`src/rtl/traffic_phase_scheduler.sv`:
```
// Demand-driven green/yellow/all-red phase scheduler for a four-way junction.
// One approach is green at a time, chosen by round-robin over sensor requests or by emergency preemption.
module traffic_phase_scheduler #(
  parameter int GREEN_MIN = 20,
  parameter int GREEN_MAX = 60,
  parameter int YELLOW_T  = 5,
  parameter int ALLRED_T  = 2,
  parameter int CW        = 8
) (
  input  logic       clk,
  input  logic       reset,
  input  logic [3:0] req,
  input  logic [3:0] emerg_req,
  output logic [3:0] red,
  output logic [3:0] yellow,
  output logic [3:0] green,
  output logic [1:0] active_dir,
  output logic       emerg_active
);

  typedef enum logic [1:0] {
    ST_ALLRED = 2'd0,
    ST_GREEN  = 2'd1,
    ST_YELLOW = 2'd2
  } state_t;

  localparam logic [CW-1:0] ALLRED_LAST    = CW'(ALLRED_T - 1);
  localparam logic [CW-1:0] YELLOW_LAST    = CW'(YELLOW_T - 1);
  localparam logic [CW-1:0] GREEN_MIN_LAST = CW'(GREEN_MIN - 1);
  localparam logic [CW-1:0] GREEN_MAX_LAST = CW'(GREEN_MAX - 1);
  localparam logic [CW-1:0] TIMER_SAT      = {CW{1'b1}};

  function automatic logic [3:0] dir_onehot(input logic [1:0] d);
    dir_onehot = 4'b0001 << d;
  endfunction

  function automatic logic [1:0] lowest_set(input logic [3:0] v);
    if (v[0]) begin
      lowest_set = 2'd0;
    end else if (v[1]) begin
      lowest_set = 2'd1;
    end else if (v[2]) begin
      lowest_set = 2'd2;
    end else begin
      lowest_set = 2'd3;
    end
  endfunction

  // Rotate so bit 0 is the direction after 'last'; the served direction is searched last.
  function automatic logic [1:0] rr_pick(input logic [3:0] v, input logic [1:0] last);
    logic [3:0] rot;
    logic [1:0] idx;
    rot = 4'b0000;
    for (int k = 0; k < 4; k++) begin
      idx    = last + 2'(k + 1);
      rot[k] = v[idx];
    end
    rr_pick = last + 2'd1 + lowest_set(rot);
  endfunction

  state_t        state_r, state_s;
  logic [CW-1:0] timer_r, timer_s;
  logic [1:0]    dir_r, dir_s;
  logic          emerg_r, emerg_s;
  logic [3:0]    red_r, yellow_r, green_r;
  logic [3:0]    red_s, yellow_s, green_s;

  logic [3:0] own_s;
  logic       other_emerg_s, other_req_s, keep_emerg_s, gap_out_s, max_out_s;

  assign own_s         = dir_onehot(dir_r);
  assign other_emerg_s = |(emerg_req & ~own_s);
  assign other_req_s   = |(req & ~own_s);
  assign keep_emerg_s  = emerg_r & emerg_req[dir_r];
  assign gap_out_s     = (timer_r >= GREEN_MIN_LAST) & ~req[dir_r] & other_req_s;
  assign max_out_s     = (timer_r >= GREEN_MAX_LAST) & other_req_s;

  // Next-state, served direction and preemption flag.
  always_comb begin
    state_s = state_r;
    dir_s   = dir_r;
    emerg_s = emerg_r;
    case (state_r)
      ST_ALLRED: begin
        if ((timer_r >= ALLRED_LAST) && ((|emerg_req) || (|req))) begin
          state_s = ST_GREEN;
          if (|emerg_req) begin
            dir_s   = lowest_set(emerg_req);
            emerg_s = 1'b1;
          end else begin
            dir_s   = rr_pick(req, dir_r);
            emerg_s = 1'b0;
          end
        end else begin
          state_s = ST_ALLRED;
        end
      end
      ST_GREEN: begin
        if (other_emerg_s) begin
          state_s = ST_YELLOW;
          emerg_s = 1'b0;
        end else if (keep_emerg_s) begin
          state_s = ST_GREEN;
        end else if (gap_out_s || max_out_s) begin
          state_s = ST_YELLOW;
          emerg_s = 1'b0;
        end else begin
          emerg_s = 1'b0;
        end
      end
      ST_YELLOW: begin
        if (timer_r >= YELLOW_LAST) begin
          state_s = ST_ALLRED;
        end else begin
          state_s = ST_YELLOW;
        end
      end
      default: begin
        state_s = ST_ALLRED;
        emerg_s = 1'b0;
      end
    endcase
  end

  // Phase timer: restarts on every state entry and saturates when a phase is held.
  always_comb begin
    timer_s = timer_r;
    if (state_s != state_r) begin
      timer_s = {CW{1'b0}};
    end else if (timer_r != TIMER_SAT) begin
      timer_s = timer_r + {{(CW-1){1'b0}}, 1'b1};
    end else begin
      timer_s = timer_r;
    end
  end

  // Lamp decode of the upcoming state, registered below so lamps track the state register.
  always_comb begin
    red_s    = 4'b1111;
    yellow_s = 4'b0000;
    green_s  = 4'b0000;
    case (state_s)
      ST_GREEN: begin
        green_s = dir_onehot(dir_s);
        red_s   = ~dir_onehot(dir_s);
      end
      ST_YELLOW: begin
        yellow_s = dir_onehot(dir_s);
        red_s    = ~dir_onehot(dir_s);
      end
      default: begin
        red_s = 4'b1111;
      end
    endcase
  end

  // State, timer and lamp registers.
  always_ff @(posedge clk or posedge reset) begin
    if (reset) begin
      state_r  <= ST_ALLRED;
      timer_r  <= {CW{1'b0}};
      dir_r    <= 2'd0;
      emerg_r  <= 1'b0;
      red_r    <= 4'b1111;
      yellow_r <= 4'b0000;
      green_r  <= 4'b0000;
    end else begin
      state_r  <= state_s;
      timer_r  <= timer_s;
      dir_r    <= dir_s;
      emerg_r  <= emerg_s;
      red_r    <= red_s;
      yellow_r <= yellow_s;
      green_r  <= green_s;
    end
  end

  assign red          = red_r;
  assign yellow       = yellow_r;
  assign green        = green_r;
  assign active_dir   = dir_r;
  assign emerg_active = emerg_r;

endmodule

```
`config.mk`:
```
export PLATFORM = sky130hd
export DESIGN_NAME = traffic_phase_scheduler
export DESIGN_NICKNAME = d
export VERILOG_FILES = /design/src/rtl/traffic_phase_scheduler.sv
export SDC_FILE = /design/constraint.sdc
export NUM_CORES = 1
export LEC_CHECK = 0
export CORE_MARGIN = 8
export CORE_UTILIZATION = 49
export CTS_CLUSTER_SIZE = 25
export DETAILED_ROUTE_END_ITERATION = 12
export PLACE_DENSITY_LB_ADDON = 0.08
export SETUP_SLACK_MARGIN = 0.02
export SYNTH_ARGS = -nofsm -noshare
export SYNTH_HDL_FRONTEND = slang
export SYNTH_SLANG_ARGS = --single-unit
```
`constraint.sdc`:
```
create_clock -name clk -period 2.6 [get_ports clk]
set_clock_uncertainty 0.1 [all_clocks]
set_input_delay 0.65 -clock clk [delete_from_list [all_inputs] [get_ports clk]]
set_output_delay 0.65 -clock clk [all_outputs]
set_load 0.02 [all_outputs]
```
Word-level counts from Yosys, hierarchy flattened
Cells that the tools add are included.

$add $sub $neg: 5. $mul: 0. Div/mod/pow operators: 0. $lt $le $gt $ge: 8. Equality and inequality tests: 8. Shift-type cells: 2. Mux-type cells: 38. Bitwise logic cells: 10. Reduce and logical (&&, ||, !) cells: 11.

Operators by type and width (count): $mux 2 (14); $mux 8 (2); $reduce_or 4->1 (4); $lt 2x3->1 const B (4); $mux 1 (12); $mux 4 (3); $bmux 1 s2 (5); $add 8x1->8 const B (1); $and 4x4->4 (2); $ge 8x1->1 const B (1); $ge 8x3->1 const B (1); $ge 8x5->1 const B (1); $ge 8x6->1 const B (1); $ne 8x8->1 const B (1); $not 4->4 (2); $shl 1x2->4 const A (2); $pmux 2 s3 (1); $add 2x2->2 const B (2); $and 1x1->1 (4); $eq 2x1->1 const B (2); $eq 2x2->1 const B (2); $ne 3x3->1 const B (1); $pmux 1 s3 (1); $reduce_and 3->1 (1); 10 further kinds (12).

Register bits: 25. Latch bits: 0. RAM bits: 0. ROM bits: 0. Bits of input ports: 10. Output and inout bits: 15. Logic and storage cells: 89. Memories: 0.

Longest topological paths before layout
Depth after elaboration: 16. Mapped depth: 12.

Worst setup path before layout
OpenSTA, ideal clock, no wires.

Path type: reg2reg. Start: register dir_r[0] (netlist: active_dir[0]). End: register green_r[0] (netlist: green[0]). Setup time: 0.101 ns. Data arrival time: 2.633 ns. Path slack: -0.233 ns. Stages on the path, launching flop included: 11. Buffers on the path: 1. Clock period less this slack: 2.833 ns. Path through: dfrtp_1 -> buf_4 -> mux4_2 -> a21oi_1 -> o21ai_0 -> ha_1 -> o21bai_1 -> a21oi_1 -> a2111oi_0 -> nand2_1 -> o32ai_1.

Longest elaborated chain between the ends: 15.

Ends and longest elaborated chain: from (decl) (RTL line 63) `logic [1:0] dir_r, dir_s;`; from (signal assigned) (RTL line 170) `dir_r <= dir_s;`; $add 2x2->2 (RTL line 55) `idx = last + 2'(k + 1);`; $bmux 1 s2 (RTL line 56) `rot[k] = v[idx];`; $mux 1 (implied by the code) (RTL line 56); $mux 1 (RTL line 42) `end else if (v[2]) begin`; $mux 2 (RTL line 40) `end else if (v[1]) begin`; $mux 2 (RTL line 38) `if (v[0]) begin`; $mux 2 (RTL line 87) `if (|emerg_req) begin`; $mux 2 (RTL line 85) `if ((timer_r >= ALLRED_LAST) && ((|emerg_req) || (|req))) begin`; $mux 2 (RTL line 83) `case (state_r)`; $add 2x2->2 (RTL line 58) `rr_pick = last + 2'd1 + lowest_set(rot);`; $mux 2 (RTL line 87); $mux 2 (RTL line 85); $mux 2 (RTL line 83); $shl 1x2->4 (RTL line 34) `dir_onehot = 4'b0001 << d;`; $mux 4 (*) (RTL line 142) `case (state_s)`; net green_s[0] (RTL line 66) `logic [3:0] red_s, yellow_s, green_s;`; to (signal assigned) (RTL line 174) `green_r <= green_s;`; to (decl) (RTL line 65) `logic [3:0] red_r, yellow_r, green_r;`.

The timed path passes the listed nets; every way through them passes the cells marked *. The select of a mux whose other input is x is not followed. A chain may end at the register's enable or synchronous reset.

Final worst setup path
Start: register dir_r[0] (netlist: active_dir[0]). End: register red_r[3] (netlist: red[3]).

RTL lines: $bmux 1 s2 or $shl 1x2->4 (tied branches) (RTL line 75, 34); $mux 1 (implied by the code) or $not 4->4 (tied branches) (RTL line 75, 72, 73); $not 1->1 or $and 4x4->4 (tied branches) (RTL line 75, 73); $and 1x1->1 or $reduce_or 4->1 (tied branches) (RTL line 75, 73); $and 1x1->1 (on tied branches) (RTL line 75, 76); $logic_or 1x1->1 (RTL line 104) `end else if (gap_out_s || max_out_s) begin`; $mux 2 (RTL line 104); $mux 2 (RTL line 102) `end else if (keep_emerg_s) begin`; $mux 2 (*) (RTL line 99) `if (other_emerg_s) begin`; $pmux 2 s3 (*) (RTL line 83); net state_s[1] (RTL line 61) `state_t state_r, state_s;`; $eq 2x2->1 or $eq 2x1->1 (tied branches) (RTL line 142); $reduce_or 2->1 (no line) (*); $mux 4 (*); net red_s[3] (RTL line 66); to (signal assigned) (RTL line 172) `red_r <= red_s;`; to (decl) (RTL line 65).

Marks and branches as above.

==> out/qor.yml <==
wl_per_cell_um: 17.6
worst_ep_arrival_time_ns: 2.80
final_nets: 260
synth_edf_count: 0
dp.cells: 270
grt-ovfl-total: 0
synth-seq-cells: 25
track_usage_pct: 18.1
min_from: "emerg_active$_DFFE_PP0P_"
async_flop_share_pct: 100
synth_nets: 198
fin_ws_ns: -0.0326
critPathKind: "reg -> reg"
h-tree-depth: 1
cts_tree: "built"
rows: 21
ctsLongestPathBuffers: 2
r2r_slack_ns: -0.03
timing.hold.ws_ns: 0.510
io_pins: 25
status: "finished with violations"
yosys_warnings: 0
num_vias: 1681
worst_ir_drop_vdd_uv: 531
grt_max_degree: 15
worstRegToRegCells: 10
dpl_cell_area_um2: 2160
crit_path_start_kind: "flip-flop"
cp_max_fo: 5
numCtsBuffers: 3
fin_tns_setup_ns: -0.0548
drive_above_1_share_pct: 35.7
synth_ff_type: "dfrtp_1"
drv_cap: 0
hp-class: "reg -> reg"
worst-endpoint-required_ns: 2.76
period_needed_ns: 2.63
root_buffer: "clkbuf_4"
seq_area_um2: 633
finalInstanceArea_um2: 2400
place_hpwl_um: 3450
holdBufCountCts: 0
ys_types: 52
worstHoldPathCells: 2
final_hold_viol_count: 0
die_h_um: 74.5
r2r_start: "active_dir[0]$_DFF_PP0_"
endpoint_kind: "flip-flop"
start_util_pct: 50.6
worst_pin_slew_ns: 0.577
fmax_ghz: 0.380
firstDrtPassIters: 5
rsz0062_at_grt: "yes"
violations: "negative setup slack"
slew_headroom_pct: 61.2
grt_pass1_vias: 1653
core-area_um2: 3310
cts_sinks: 25
netlist_area_um2: 1680
die_w_um: 74.5
antenna_found_initial: 0
place.gp.congestion: 0.926
clk_pin_slew_ns: 0.14
antenna_cells: 0
grt_pass1_wl_um: 7780
p_leak_nw: 1.02
fin_cells: 284
r2r_end: "red[3]$_DFF_PP1_"
via_per_inst: 5.92
ys_seq_area_share_pct: 37.6
fillers: 270
finalCritPeriodShare_pct: 101
slew_violations: 0
wirelength_um: 4990
syn_inst: 177
antenna_left: 0
multiInputGateArea_um2: 1140
setup_viol: 4
drt-initial-drc-count: 193
power_density_nw_per_um2: 1040
area_growth_pct: 43.5
clock_latency_ns: 0.33
holdPathEnd: "emerg_active$_DFFE_PP0P_"
die_area_um2: 5550
port_buffers: 24
p_total_mw: 2.50
drc: 0
synth.avg_cell_area_um2: 9.47
[cells in the final DEF, fill, tap and decap left out, types with 5 or more instances in the layout]
cell type         n
ha_1              9
dfrtp_1          19
buf_4            35
nand3_1           5
inv_1            12
nand2_1          13
nor3_1            9
nor2_1           20
clkdlybuf4s50_1  18
[critical path, cell delays in order (launching register included)]
cell	delay, ns
dfrtp_2	0.47
buf_6	0.12
mux4_2	0.55
o21ai_4	0.21
nand4_4	0.13
a211o_1	0.31
o21ai_2	0.09
ha_4	0.20
inv_2	0.05
and3_4	0.15
a32oi_1	0.17
[report_power, final]
| group | switching [mW] | internal [mW] | leakage (nW) |
|---|---|---|---|
| sequential | 0.0905 | 0.502 | 0.323 |
| clock | 0.124 | 0.0579 | 0.0177 |
| combinational | 0.938 | 0.789 | 0.676 |
| total | 1.15 | 1.35 | 1.02 |
[how the worst max path moves through the flow]
stage	from	endpoint	slack (ns)	depth (start not counted)
final	active_dir[0]$_DFF_PP0_	red[3]$_DFF_PP1_	-0.03	10
after global routing	active_dir[0]$_DFF_PP0_	red[3]$_DFF_PP1_	-0.09	10
after CTS	active_dir[0]$_DFF_PP0_	yellow[2]$_DFF_PP0_	-0.05	9
after detailed placement	req[1]	yellow[2]$_DFF_PP0_	-0.73	10
after global placement	req[1]	green[0]$_DFF_PP0_	-0.70	10
after floorplan	active_dir[0]$_DFF_PP0_	green[0]$_DFF_PP0_	0.007	10
[final cells by class]
cell class | instances | area share, %
clock inverter | 1 | 0.208
timing repair buffer | 60 | 20.5
tap | 46 | 2.39
sequential | 25 | 26.3
multi-input combinational | 136 | 47.6
clock buffer | 3 | 0.937
inverter | 13 | 2.03
[synthesized netlist by cell type (2+ instances only)]
master     instances  area [µm²]
dfrtp_1           21         526
nor2_1            21        78.8
nand2_1           16        60.1
inv_1             13        48.8
ha_1              11         138
nor3_1            10        50.1
a21oi_1            5        25.0
nand3_1            5        25.0
dfstp_2            4         105
o21ai_0            4        20.0
o22ai_1            4        25.0
o2bb2ai_1          4        35.0
and2_1             3        18.8
and3_1             3        18.8
mux2i_1            3        30.0
nand2b_1           3        18.8
o32ai_1            3        26.3
xnor2_1            3        26.3
a211o_1            2        17.5
a22oi_1            2        15.0
a31oi_1            2        12.5
a32oi_1            2        17.5
buf_2              2        10.0
mux4_2             2        45.0
o211ai_1           2        15.0
[cells by family after synthesis]
| family | Yosys count | share of synthesized area (%) |
|---|---|---|
| buf+inv | 16 | 3.96 |
| simple gates | 71 | 20.7 |
| mux | 7 | 6.72 |
| fa+ha+maj | 11 | 8.21 |
| flops | 25 | 37.6 |
| compound gates | 43 | 20.7 |
| xor+xnor | 4 | 2.09 |
[per-stage QoR]
step / util [%] / worst slack [ns]
final: 72.6 / -0.0326
after global routing: 72.6 / -0.0866
after CTS: 70.0 / -0.0457
after detailed placement: 65.4 / -0.732
after global placement: 65.4 / -0.700
after floorplan: - / 0.00721
[what timing repair did]
| item | in CTS | in global routing |
|---|---|---|
| endpoints found under the hold margin | 0 | 0 |
| buffers inserted | 8 | 2 |
| pin swaps | 13 | 14 |
| gates resized for setup | 34 | 16 |
| setup endpoints to repair | 14 | 12 |
[metal layers]
| layer | track usage, % | wire (µm) | up-vias |
|---|---|---|---|
| met2 | 29.8 | 2530 | 88 |
| li1 | - | - | 772 |
| met3 | 2.56 | 316 | 9 |
| met4 | 7.83 | 119 | 0 |
| met5 | 0 | 0 | - |
| met1 | 22.9 | 2020 | 812 |
[sequential cells by signal, summed over array words and instances, names as in the netlist]
name	cells
emerg_active	1
active_dir	2
state_r	2
timer_r	8
green	4
red	4
yellow	4
No activity file was read; power rests on OpenSTA's default activity.
